## src/rtl/c17_wave_scheduler.sv

```systemverilog
// Issue scheduler, DEPTH-stage balanced pipeline and result FIFO around the c17 datapath.
// Issue is gated by credits so a result always has a FIFO slot waiting for it.
module c17_wave_scheduler #(
  parameter int DEPTH      = 4,
  parameter int FIFO_DEPTH = 4
) (
  input  logic       clk,
  input  logic       rst,
  input  logic       flush,
  input  logic       in_valid,
  input  logic [4:0] in_vec,
  output logic       in_ready,
  output logic       out_valid,
  output logic [1:0] out_vec,
  input  logic       out_ready,
  output logic [4:0] inflight,
  output logic [4:0] fifo_count,
  output logic       idle
);

  localparam int AW = (FIFO_DEPTH > 1) ? $clog2(FIFO_DEPTH) : 1;

  logic [4:0]                  credits;
  logic [DEPTH:1]              vld_pipe;
  logic [DEPTH:1][1:0]         dat_pipe;
  logic [FIFO_DEPTH-1:0][1:0]  mem;
  logic [AW-1:0]               wr_ptr, rd_ptr;
  logic                        accept, pop, wr;
  logic                        n1, n2, n3, n6, n7, nand36;
  logic [1:0]                  c17_res;

  // c17 evaluated at issue: bit0 = N22, bit1 = N23
  always_comb begin
    {n7, n6, n3, n2, n1} = in_vec;
    nand36  = ~(n3 & n6);
    c17_res = {nand36 & (n2 | n7), (n1 & n3) | (n2 & nand36)};
  end

  assign in_ready  = (credits != 5'd0);
  assign out_valid = (fifo_count != 5'd0);
  assign out_vec   = out_valid ? mem[rd_ptr] : 2'b00;
  assign idle      = (inflight == 5'd0) && (fifo_count == 5'd0);
  assign accept    = in_valid & in_ready;
  assign pop       = out_valid & out_ready;
  assign wr        = vld_pipe[DEPTH];

  always_ff @(posedge clk) begin
    if (rst || flush) begin
      vld_pipe   <= '0;
      wr_ptr     <= '0;
      rd_ptr     <= '0;
      inflight   <= 5'd0;
      fifo_count <= 5'd0;
      credits    <= 5'(FIFO_DEPTH);
    end else begin
      vld_pipe[1] <= accept;
      dat_pipe[1] <= c17_res;
      for (int i = 2; i <= DEPTH; i++) begin
        vld_pipe[i] <= vld_pipe[i-1];
        dat_pipe[i] <= dat_pipe[i-1];
      end

      // credit count guarantees the slot at wr_ptr is free here
      if (wr) begin
        mem[wr_ptr] <= dat_pipe[DEPTH];
        wr_ptr      <= wr_ptr + AW'(1);
      end
      if (pop) rd_ptr <= rd_ptr + AW'(1);

      case ({accept, pop})
        2'b10:   credits <= credits - 5'd1;
        2'b01:   credits <= credits + 5'd1;
        default: credits <= credits;
      endcase

      case ({accept, wr})
        2'b10:   inflight <= inflight + 5'd1;
        2'b01:   inflight <= inflight - 5'd1;
        default: inflight <= inflight;
      endcase

      case ({wr, pop})
        2'b10:   fifo_count <= fifo_count + 5'd1;
        2'b01:   fifo_count <= fifo_count - 5'd1;
        default: fifo_count <= fifo_count;
      endcase
    end
  end

endmodule

```

## config.mk

```make
export PLATFORM = sky130hd
export DESIGN_NAME = c17_wave_scheduler
export DESIGN_NICKNAME = d
export VERILOG_FILES = /design/src/rtl/c17_wave_scheduler.sv
export SDC_FILE = /design/constraint.sdc
export NUM_CORES = 1
export LEC_CHECK = 0
export ABC_AREA = 1
export BUFFER_PORTS_ARGS = -buffer_cell sky130_fd_sc_hd__buf_2
export CORE_MARGIN = 2
export CORE_UTILIZATION = 57
export CTS_CLUSTER_SIZE = 14
export DETAILED_ROUTE_END_ITERATION = 10
export HOLD_SLACK_MARGIN = 0.1
export PLACE_DENSITY = 0.78
export SETUP_SLACK_MARGIN = 0.1
export SLEW_MARGIN = 20
export SYNTH_ARGS = -nofsm -noshare
export SYNTH_HDL_FRONTEND = slang
export SYNTH_SLANG_ARGS = --single-unit
```

## constraint.sdc

```tcl
create_clock -name clk -period 2.3 [get_ports clk]
set_input_delay 0.23 -clock clk [delete_from_list [all_inputs] [get_ports clk]]
set_output_delay 0.23 -clock clk [all_outputs]
set_load 0.02 [all_outputs]
```

==> results.md <==
* Status: complete, no violations
* Initial antenna violation count at 0
* Yosys top cell area share at 23.0%
* Top post-synthesis cells by area: edfxtp_1 23%, dfxtp_1 22%, ha_1 9.0%
* Clk_skew at slightly below 0.005 ns
* Crit path DAT at between 2 and 2.5 ns
* Area Growth Syn to Fin at 13.6%
* Ports at 25
* Clock Path Buffers at 2
* Fmax at around 480 MHz
* Num CTS Buffers at 5
* Routed WL at roughly 3500 um
* Die H at between 60 and 70 um
* Crit Path Max Fanout at 6
* DRC viols at 0
* Final setup violation count at 0
* Largest net degree at the start of global routing at 18
* Synth Instances at 255
* Tot GR Track Use at between 10% and 20%
* Share of layout cells above drive strength 1 at roughly a fifth
* Setup CP Type: flop to flop
* Ant diodes at 0
* Mapped Avg Cell Area at 8.17 um2
* Cell breakdown of the critical path: nor2_1 -> nand4_2 -> nand2_4 -> inv_2 -> ha_1 -> inv_1 -> ha_1 -> a21oi_2 -> a21oi_1 -> nor2_1 -> nand2_1 -> nand2_1 -> inv_1
* First-pass GRT wire length at 6120 um
* Min Clock Period, post-route at about 2.1 ns
* H-tree depth at 2
* Least-Margin Pin Slew at between 0.2 and 0.3 ns
* CTS tree: done
* Final net count at around 310
* Crit start category: flop
* Slowest CP cell: dfxtp_2
* Netlist cell types at 28
* Worst slew margin at between 80% and 90%
* Synthesized area at about 2100 um2
* Antenna-violating nets left at 0
* Static Leak at between 1 and 1.5 nW
* Clock-pin slew on the worst setup and hold paths at 0.11 ns
* #FFs+latches synth at 39
* Max VDD drop at 0.564 mV
* Final Cycle Share at 89.9%
* Hold slack at 0.178 ns
* Die X-Extent at approximately 64 um
* Final Hold Viols at 0
* RSZ-0062 raised after global routing: no
* PD cells at 565 nW/um2
* YS warnings at 0
* Initial core utilization at 61.0%
* CP delay by family, top: simple AND/OR/NAND/NOR gates
* Worst min-delay path category: input port to flop
* Crit. End Element: flop
* Worst EP required at 2.54 ns
* Filler instances at around 270
* GPL Wtd Cong at 0.879
* Initial DRT Pass Iterations at 4
* DR iter-0 viols at 64
* Post-DR vias/cell at a little under 5
* CP max stage delay at around 0.37 ns
* Routed wire per std cell at 10.5 um
* Sequential area share after synthesis at 45.1%
* CTS Sinks at 39
* # Max-Cap Violations at 0
* Crit path from: fifo_count[1]$_SDFFE_PP0P_
* Fin. max-slew vios at 0
* Core area at about 3400 um2
* # port buffers at 24
* Hold Buf Count CTS at 0
* Syn nets at about 280
* DIE AREA at about 4200 um2
* CTS root buf: clkbuf_4
* Setup TNS at 0 ns
* Num rows at 21
* Vias in the first global route at between 1,000 and 1,500
* Total congestion overflow at 0
* Worst skew pair latency at around 0.33 ns
* Biggest area consumer among synthesized cells: edfxtp_1
* DP Wirelength at ~2600 um
* Buf/Inv on CP at 3
* Reg-to-Reg Start: fifo_count[1]$_SDFFE_PP0P_
* Vias after detailed routing at 1,604
* Min-delay src: in_vec[4]
## sequential cells by signal, summed over array words and instances, names as in the netlist
register and count:
rd_ptr 2, wr_ptr 2, dat_pipe 8, vld_pipe 4, fifo_count 5, inflight 5
mem 8, credits 5
## worst reg2reg max path, cell delays in order (launching register included)
cell and delay, ns:
dfxtp_2 0.37, nor2_1 0.14, nand4_2 0.16, nand2_4 0.12, inv_2 0.06, ha_1 0.20, inv_1 0.14, ha_1 0.31
a21oi_2 0.18, a21oi_1 0.08, nor2_1 0.08, nand2_1 0.05, nand2_1 0.05, inv_1 0.03
## path summary, 6_finish.rpt
kind / endpoint / slack [ns] / cells after the start
max: credits[3]$_SDFFE_PP0P_ / 0.23 / 13
min reg2reg: vld_pipe[3]$_SDFF_PP0_ / 0.41 / 2
min: dat_pipe[1]$_DFFE_PN_ / 0.18 / 2
max reg2reg: credits[3]$_SDFFE_PP0P_ / 0.23 / 13
## layout make-up
type / count / area (um2) / area share, %
clock buffer: 6 / 51.3 / 2.17
clock inverter: 2 / 35.0 / 1.48
inverter: 48 / 180 / 7.61
multi-input combinational: 166 / 963 / 40.7
sequential: 39 / 945 / 39.9
tap: 46 / 57.6 / 2.43
timing repair buffer: 26 / 135 / 5.71
## cell usage after synthesis
master	count
clkbuf_1	1
ha_1	15
inv_1	42
xnor2_1	2
nor3_1	1
nor2_2	3
nand2_2	4
edfxtp_1	16
xor2_1	5
dfxtp_1	23
nand3_2	2
nand2_4	1
o21ai_1	6
o21bai_1	1
nand4_2	1
nor2_1	30
inv_2	6
o21a_1	1
a21oi_1	18
o21ai_4	1
nand3_1	14
nor2_4	2
buf_2	1
fa_1	1
nand2_1	48
a22o_1	1
o21ai_0	8
nand3b_1	1
## report_power, final
group / leakage, nW / switching [W] / internal, W / total, W
logic: 0.709 / 0.0000762 / 0.0000476 / 0.000124
registers: 0.336 / 0.0000123 / 0.000735 / 0.000747
clock network: 0.0482 / 0.000209 / 0.000257 / 0.000466
## per-stage QoR
step	setup WS [ns]	power, W	area [um2]	cells	utilization, %
global placement	0.275	0.000883	2260	324	66.2
finish	0.231	0.00134	2370	333	69.3
floorplan	0.141	0.000847	2080	255	-
CTS	0.180	0.00135	2350	332	68.7
global route	0.0676	0.00140	2370	333	69.3
detailed placement	0.198	0.000884	2260	324	66.2
## cell families (layout without fill, tap and decap cells)
group	count (synthesis)	count (layout)	share of synthesized area [%]
simple gates	107	107	23.3
buf+inv	50	82	9.06
flops	39	39	45.1
compound gates	36	36	9.60
fa+ha+maj	16	16	9.96
xor+xnor	7	7	2.94
## per-layer routing
metal,part of all wire [%],GRT usage (%),vias to the layer above
met4,1.9,6.38,0
li1,-,-,864
met2,44,29.9,36
met1,50,25.0,698
met3,4.6,4.69,6
met5,0,0,-
## cell usage in the layout, fill, tap and decap left out, types with 2 or more instances in the layout
cell / synthesis / routed
nand2_1: 48 / 48
inv_1: 42 / 42
nor2_1: 30 / 29
buf_2: 1 / 24
dfxtp_1: 23 / 20
a21oi_1: 18 / 17
edfxtp_1: 16 / 16
nand3_1: 14 / 14
ha_1: 15 / 14
o21ai_0: 8 / 8
inv_2: 6 / 6
o21ai_1: 6 / 6
xor2_1: 5 / 5
clkbuf_4: 0 / 5
nor2_2: 3 / 4
nand2_2: 4 / 4
dfxtp_2: 0 / 3
nor2_4: 2 / 2
nand3_2: 2 / 2
xnor2_1: 2 / 2
buf_4: 0 / 2
## timing repair
item                                    in CTS  in global routing
buffers inserted                             0                  1
endpoints found under the setup margin       0                  4
resized for setup                            0                  6
Note: power is estimated with default switching activity, not from simulation.
